### config.mk
export PLATFORM = sky130hd
export DESIGN_NAME = fifo_read_adapter_flat
export DESIGN_NICKNAME = d
export VERILOG_FILES = /design/src/rtl/fifo_read_adapter_if.sv /design/src/rtl/fifo_read_adapter.sv /design/src/flat_wrapper.sv
export SDC_FILE = /design/constraint.sdc
export NUM_CORES = 1
export LEC_CHECK = 0
export ABC_CLOCK_PERIOD_IN_PS = 5000
export CORE_ASPECT_RATIO = 1.2
export CORE_MARGIN = 5
export CORE_UTILIZATION = 54
export DETAILED_ROUTE_END_ITERATION = 12
export GPL_TIMING_DRIVEN = 0
export MAX_ROUTING_LAYER = met4
export PLACE_DENSITY = 0.85
export SYNTH_ARGS = -nofsm -noshare
export SYNTH_HDL_FRONTEND = slang
export SYNTH_SLANG_ARGS = --single-unit
### constraint.sdc
create_clock -name rclk -period 5 [get_ports rclk]
set_input_delay 0.75 -clock rclk [delete_from_list [all_inputs] [get_ports rclk]]
set_output_delay 0.75 -clock rclk [all_outputs]
set_load 0.02 [all_outputs]
### src/rtl/fifo_read_adapter_if.sv
// Bundle between the adapter, the read side of a FIFO (pop with 1-cycle latency)
// and the downstream valid/ready stream consumer.
interface fifo_read_adapter_if #(
    parameter int FIFO_WIDTH  = 16,
    parameter int COUNT_WIDTH = 16
);
    logic                   empty;
    logic                   r_en;
    logic [FIFO_WIDTH-1:0]  data_out;
    logic                   flush;
    logic                   m_valid;
    logic [FIFO_WIDTH-1:0]  m_data;
    logic                   m_ready;
    logic [COUNT_WIDTH-1:0] rd_count;

    modport master (
        input  empty, data_out, flush, m_ready,
        output r_en, m_valid, m_data, rd_count
    );

    modport slave (
        output empty, data_out, flush, m_ready,
        input  r_en, m_valid, m_data, rd_count
    );
endinterface

### src/rtl/fifo_read_adapter.sv
// Turns a FIFO pop port with one cycle of read latency into a valid/ready stream
// through a 2-entry skid buffer; counts words accepted downstream.
//
// state | meaning
// EMPTY | no word buffered, m_valid low
// ONE   | head holds the oldest word
// TWO   | head and tail both hold words; tail is the younger one
module fifo_read_adapter #(
    parameter int FIFO_WIDTH  = 16,
    parameter int COUNT_WIDTH = 16
) (
    input logic              rclk,
    input logic              rrst_n,
    fifo_read_adapter_if.master bus
);

    typedef enum logic [1:0] {
        EMPTY = 2'd0,
        ONE   = 2'd1,
        TWO   = 2'd2
    } occ_t;

    localparam logic [COUNT_WIDTH-1:0] CNT_ONE = COUNT_WIDTH'(1);

    occ_t                   occ;
    occ_t                   occ_nxt;
    logic                   pend;
    logic [FIFO_WIDTH-1:0]  head;
    logic [FIFO_WIDTH-1:0]  tail;
    logic [FIFO_WIDTH-1:0]  head_nxt;
    logic [FIFO_WIDTH-1:0]  tail_nxt;
    logic [COUNT_WIDTH-1:0] count;
    logic                   pop;
    logic                   capture;
    logic                   rd;
    logic [2:0]             level;

    // Occupancy after this edge, counting the word already in flight, decides
    // whether another read fits; occ + pend never exceeds two.
    always_comb begin
        pop     = (occ != EMPTY) && bus.m_ready && !bus.flush;
        capture = pend && !bus.flush;
        level   = {1'b0, occ} + {2'b00, pend} - {2'b00, pop};
        rd      = !bus.empty && !bus.flush && rrst_n && (level < 3'd2);
    end

    always_comb begin
        occ_nxt  = occ;
        head_nxt = head;
        tail_nxt = tail;
        if (bus.flush) begin
            occ_nxt = EMPTY;
        end else begin
            case (occ)
                EMPTY: begin
                    if (capture) begin
                        occ_nxt  = ONE;
                        head_nxt = bus.data_out;
                    end
                end
                ONE: begin
                    case ({capture, pop})
                        2'b10: begin
                            occ_nxt  = TWO;
                            tail_nxt = bus.data_out;
                        end
                        2'b01:   occ_nxt  = EMPTY;
                        2'b11:   head_nxt = bus.data_out;
                        default: occ_nxt  = ONE;
                    endcase
                end
                TWO: begin
                    if (pop) begin
                        head_nxt = tail;
                        if (capture) begin
                            tail_nxt = bus.data_out;
                        end else begin
                            occ_nxt = ONE;
                        end
                    end
                end
                default: occ_nxt = EMPTY;
            endcase
        end
    end

    always_ff @(posedge rclk or negedge rrst_n) begin
        if (!rrst_n) begin
            occ   <= EMPTY;
            pend  <= 1'b0;
            head  <= '0;
            tail  <= '0;
            count <= '0;
        end else begin
            occ   <= occ_nxt;
            pend  <= rd;
            head  <= head_nxt;
            tail  <= tail_nxt;
            if (pop) begin
                count <= count + CNT_ONE;
            end
        end
    end

    assign bus.r_en     = rd;
    assign bus.m_valid  = (occ != EMPTY);
    assign bus.m_data   = head;
    assign bus.rd_count = count;

    // A full buffer must never see a capture it cannot drain the same edge.
    a_no_overflow: assert property (@(posedge rclk) disable iff (!rrst_n)
        !(occ == TWO && capture && !pop));

endmodule

### src/flat_wrapper.sv
// flat-port wrapper written by rule: the top's interface ports become plain ports
module fifo_read_adapter_flat 
#(
    parameter int FIFO_WIDTH  = 16,
    parameter int COUNT_WIDTH = 16
)
  (rclk, rrst_n, bus_empty, bus_data_out, bus_flush, bus_m_ready, bus_r_en, bus_m_valid, bus_m_data, bus_rd_count);
  fifo_read_adapter_if #(.FIFO_WIDTH(FIFO_WIDTH), .COUNT_WIDTH(COUNT_WIDTH)) bus_i ();
  input logic rclk;
  input logic rrst_n;
  input wire logic [$bits(bus_i.empty)-1:0] bus_empty;
  input wire logic [$bits(bus_i.data_out)-1:0] bus_data_out;
  input wire logic [$bits(bus_i.flush)-1:0] bus_flush;
  input wire logic [$bits(bus_i.m_ready)-1:0] bus_m_ready;
  output wire logic [$bits(bus_i.r_en)-1:0] bus_r_en;
  output wire logic [$bits(bus_i.m_valid)-1:0] bus_m_valid;
  output wire logic [$bits(bus_i.m_data)-1:0] bus_m_data;
  output wire logic [$bits(bus_i.rd_count)-1:0] bus_rd_count;
  assign bus_i.empty = bus_empty;
  assign bus_i.data_out = bus_data_out;
  assign bus_i.flush = bus_flush;
  assign bus_i.m_ready = bus_m_ready;
  assign bus_r_en = bus_i.r_en;
  assign bus_m_valid = bus_i.m_valid;
  assign bus_m_data = bus_i.m_data;
  assign bus_rd_count = bus_i.rd_count;
  fifo_read_adapter #(.FIFO_WIDTH(FIFO_WIDTH), .COUNT_WIDTH(COUNT_WIDTH)) u_core (.rclk(rclk), .rrst_n(rrst_n), .bus(bus_i));
endmodule
# [Word-level counts from Yosys, hierarchy flattened]
# Index checks and enable logic that the tools add are counted.
[word_totals] reg_bits=51 word_cells=52
[op_classes] n_addsub=3 magnitude_cmp=1 eq_ne=14 mux=13 bitwise=1 n_reduce_logical=15
[ops] operator="$mux W16" n=5
[ops] operator="$pmux W16 S3" n=1
[ops] operator="$pmux W16 S2" n=1
[ops] operator="$add A16 B1 Y16 const B" n=1
[ops] operator="$pmux W2 S3" n=2
[ops] operator="$reduce_and A5 Y1" n=2
[ops] operator="$mux W2" n=4
[ops] operator="$ne A2 B1 Y1 const B" n=4
[ops] operator="$eq A2 B2 Y1 const B" n=3
[ops] operator="$logic_and A1 B1 Y1" n=6
[ops] operator="$ne A3 B2 Y1 const B" n=2
[ops] operator="$ne A3 B3 Y1 const B" n=2
[ops] operator="$eq A2 B1 Y1 const B" n=2
[ops] operator="$reduce_and A4 Y1" n=1
[ops] operator="$reduce_bool A2 Y1" n=2
[ops] operator="$add A2 B1 Y3" n=1
[ops] operator="$lt A3 B2 Y1 const B" n=1
[ops] operator="$reduce_bool A3 Y1" n=1
[ops] operator="$sub A3 B1 Y3" n=1
[ops] operator="$logic_not A1 Y1" n=2
[ops] operator="$logic_not A2 Y1" n=1
[ops] operator="$ne A2 B2 Y1 const B" n=1
[ops] operator="$not A1 Y1" n=1

# [Longest topological paths before layout]
[logic_depth] depth_word=7 mapped_depth=9 ltp_nobuf=8

# [Least setup slack after synthesis]
# OpenSTA, ideal clock, no wires.
[synth_timing] kind="in2out" start="input bus_flush" end="output bus_r_en" arrival_time_ps=2939 required_time_ps=4250 setup_slack_ps=1311 path_stages=9 n_path_buf=1 path_cell_list="buf_6 -> and2b_1 -> nand2_1 -> inv_1 -> ha_1 -> nand2b_1 -> fa_1 -> nand2_1 -> nor4_1"
[synth_between] elab_chain_cells=5 elab_cells_between_ends=7 cone_classes="1 x add/sub; 1 x order compare; 5 x reduce/logical"
[synth_rtl] element="from (decl)" line="flat_wrapper.sv:13" text="input wire logic [$bits(bus_i.flush)-1:0] bus_flush;"
[synth_rtl] element="$logic_not A1 Y1" line="fifo_read_adapter.sv:41" text="pop = (occ != EMPTY) && bus.m_ready && !bus.flush;"
[synth_rtl] element="$logic_and A1 B1 Y1" line="fifo_read_adapter.sv:41"
[synth_rtl] element="net u_core.pop" line="fifo_read_adapter.sv:33" text="logic pop;"
[synth_rtl] element="$sub A3 B1 Y3" line="fifo_read_adapter.sv:43" text="level = {1'b0, occ} + {2'b00, pend} - {2'b00, pop};"
[synth_rtl] element="$lt A3 B2 Y1" line="fifo_read_adapter.sv:44" text="rd = !bus.empty && !bus.flush && rrst_n && (level < 3'd2);"
[synth_rtl] element="$logic_and A1 B1 Y1" line="fifo_read_adapter.sv:44"
[synth_rtl] element="to (decl)" line="flat_wrapper.sv:15" text="output wire logic [$bits(bus_i.r_en)-1:0] bus_r_en;"
# The timed path passes the listed nets, and every way through them passes these cells.

# [Worst setup path after layout]
[layout_timing] start="input bus_m_ready" end="output bus_r_en"
[layout_between] elab_chain_cells=5
[layout_rtl] element="from (decl)" line="flat_wrapper.sv:14" text="input wire logic [$bits(bus_i.m_ready)-1:0] bus_m_ready;"
[layout_rtl] element="$logic_and A1 B1 Y1 (2 in a row)" line="fifo_read_adapter.sv:41"
[layout_rtl] element="net u_core.pop" line="fifo_read_adapter.sv:33"
[layout_rtl] element="$sub A3 B1 Y3" line="fifo_read_adapter.sv:43"
[layout_rtl] element="$lt A3 B2 Y1" line="fifo_read_adapter.sv:44"
[layout_rtl] element="$logic_and A1 B1 Y1" line="fifo_read_adapter.sv:44"
# The timed path passes the listed nets, and every way through them passes these cells.

==> impl_metrics.py <==
metrics = {
    "pwr": {
        "peakVddDrop_mv": 0.196,
        "power_density_nw_per_um2": 343,
        "power_mw": 1.10,
        "cellLeakagePower_nw": 1.44,
    },
    "placed_design": {
        "place_area_um2": 3080,
        "portBuffers": 53,
        "gp_congestion": 0.708,
        "hpwl_um": 3390,
    },
    "yosys": {
        "ys_seq_area_share_pct": 51.9,
        "synth_top_cell_area_share_pct": 51.9,
        "synth_nets": 210,
        "synth_cell_types": 32,
        "syn_inst": 184,
        "syn_avg_cell_area_um2": 13.4,
        "synth_area_leaders": "dfrtp_1 (52%), mux2_2 (22%), xor2_1 (3.2%)",
        "yosysTopAreaCell": "dfrtp_1",
        "syn_area_um2": 2460,
        "ys_ff_latch": 51,
        "yosysWarningCount": 0,
    },
    "drt": {
        "drt-initial-drc-count": 53,
        "vias_per_cell": 5.12,
        "wirelength_um": 4590,
        "drc": 0,
        "wl_per_cell_um": 15.1,
        "drtAntennaViolNets": 0,
        "dr.pass1.iters": 2,
        "num_vias": 1557,
    },
    "grt": {
        "antenna_found_initial": 0,
        "grt_pass1_wl_um": 8290,
        "grt_max_degree": 29,
        "overflow": 0,
        "grtUsageTotal_pct": 17.3,
        "grt_pass1_vias": 1815,
    },
    "clock_network": {
        "htreeDepth": 2,
        "clkSinkCount": 51,
        "clock_latency_ns": 0.30,
        "cts_buffers": 5,
        "clk_pin_slew_ns": 0.09,
        "cts_tree": "built",
        "ctsHoldBuffers": 0,
        "clock_tree.buffer_depth": 2,
        "post_cts_resize_count": 0,
        "post_cts.repair.setup_buffers": 0,
        "root_buffer": "clkbuf_8",
    },
    "worst_setup_path": {
        "cp-end-kind": "output pin",
        "cp_data_required_time_ns": 4.25,
        "crit_arrival_ns": 3.75,
        "path_max_fanout": 5,
        "slowest_stage": "clkdlybuf4s50_1",
        "slowest_delay_ns": 0.67,
        "crit_chain": "clkdlybuf4s50_1, and2b_1, nand2_1, inv_1, ha_1, nand2b_1, fa_1, nand2_1, nor4_1, clkdlybuf4s50_1",
        "criticalPathCategory": "in2out",
        "startpoint_type": "input pin",
    },
    "sta": {
        "fin_crit_ns": 4.50,
        "slew_headroom_pct": 61.0,
        "setup_viol": 0,
        "timing.final.crit_share_pct": 89.9,
        "setup_tns_ns": 0,
        "tightestPinTransition_ns": 0.586,
        "final_max_slew_viol_count": 0,
        "max_freq_mhz": 222,
        "rsz0062_at_grt": "false",
        "finalHoldViolCount": 0,
        "finClkSkew_ns": 0.0120,
    },
    "cells_and_area": {
        "final_common_cell": "clkdlybuf4s50_1",
        "nNetsFinal": 271,
        "final_cell_mix": "clkdlybuf4s50_1 (52), dfrtp_1 (51), mux2_2 (48)",
        "fillers": 331,
        "fin_area_um2": 3190,
        "drive_gt1_share_pct": 29.7,
        "antennaDiodeCount": 0,
        "syn2layout_area_growth_pct": 29.8,
    },
    "floorplanning": {
        "core_area_um2": 4490,
        "die_w_um": 71.6,
        "die_area_um2": 6010,
        "io_pins": 55,
        "die_height_um": 84.0,
        "initial_core_util_pct": 54.8,
        "placementRows": 27,
    },
    "job": {
        "drv_cap": 0,
    },
    "status": {
        "status": "complete, no violations",
    },
    "worst_hold_path": {
        "hold_class": "in2async",
    },
}
-- worst max-delay path: cells and delay by family --
kind          cells  cell delay (ns)
simple gates      5             0.83
fa+ha+maj         2             0.73
buf+inv           3             1.41
-- registers in the layout, summed over array words and instances (netlist names) --
signal               flops
u_core.bus.rd_count     16
u_core.pend              1
u_core.occ               2
u_core.tail             16
u_core.bus.m_data       16
-- per-stage QoR --
stage | hold WS [ns] | worst slack (ns) | cells | utilization (%)
2_1_floorplan | 0.454 | 1.31 | 184 | -
3_3_place_gp | 0.466 | 0.177 | 295 | 68.2
3_5_place_dp | 0.478 | 0.456 | 296 | 68.5
4_1_cts | 0.456 | 0.453 | 304 | 71.1
5_1_grt | 0.476 | 0.313 | 304 | 71.1
6_report | 0.443 | 0.504 | 304 | 71.1
-- routing by layer --
layer  GRT usage [%]  up-vias  wire length (um)
met1            20.9      768              1990
li1                -      755                 -
met2            29.1       32              2350
met5               -        -                 0
met4            4.10        0                23
met3            3.86        2               215
-- worst paths after layout --
kind,slack (ns),cells after the start,endpoint,start
max in group asynchronous,4.01,2,u_core.bus.rd_count[12]$_DFFE_PN0P_,rrst_n
worst max register to register,2.42,9,u_core.pend$_DFF_PN0_,u_core.occ[1]$_DFFE_PN0P_
worst min-delay path,0.44,1,u_core.tail[7]$_DFFE_PN0P_,rrst_n
min in group rclk,0.49,1,u_core.bus.rd_count[15]$_DFFE_PN0P_,u_core.bus.rd_count[15]$_DFFE_PN0P_
worst min register to register,0.49,1,u_core.bus.rd_count[15]$_DFFE_PN0P_,u_core.bus.rd_count[15]$_DFFE_PN0P_
worst max-delay path,0.50,10,bus_r_en,bus_m_ready
-- area by class of cell --
type	instances	area (um2)	share of cell area, %
Timing Repair Buffer	54	546	17.1
Clock buffer	5	68.8	2.15
Inverter	5	18.8	0.588
Buffer	7	76.3	2.39
Tap cell	58	72.6	2.27
Multi-Input combinational cell	121	1090	34.1
Clock inverter	3	46.3	1.45
Sequential cell	51	1280	40.0
-- logic make-up after synthesis --
logic type | Yosys count | share of synthesized area, %
DFF | 51 | 51.9
adders and majority gates | 5 | 2.85
xor gates and xnor gates | 16 | 5.69
AOI/OAI and AO/OA | 5 | 2.03
muxes | 49 | 22.6
buffers and inverters | 12 | 3.86
and+or+nand+nor | 46 | 11.1
-- cell usage after synthesis --
cell type / n
xnor2_1: 7
dfrtp_1: 51
mux2_2: 48
fa_1: 1
nor2_1: 9
nand2_1: 6
a211oi_4: 1
or2_2: 1
buf_8: 1
a21oi_2: 1
and4_1: 1
mux2_4: 1
nand3_1: 4
nor2b_1: 3
nand2b_1: 3
o31ai_1: 1
and2b_1: 1
nand4_2: 1
inv_1: 5
o21ai_0: 1
nor2b_4: 1
nor4_1: 3
nand2_4: 1
nor3b_4: 1
buf_2: 1
and2_1: 1
a32oi_1: 1
nor3_1: 5
ha_1: 4
buf_6: 5
xor2_1: 9
nand4_1: 5
-- report_power, final --
group	total, mW	switching, mW	internal (mW)
sequential	0.517	0.0422	0.475
combinational	0.293	0.129	0.164
clock	0.287	0.137	0.151
Power figures use the tool's default switching activity.
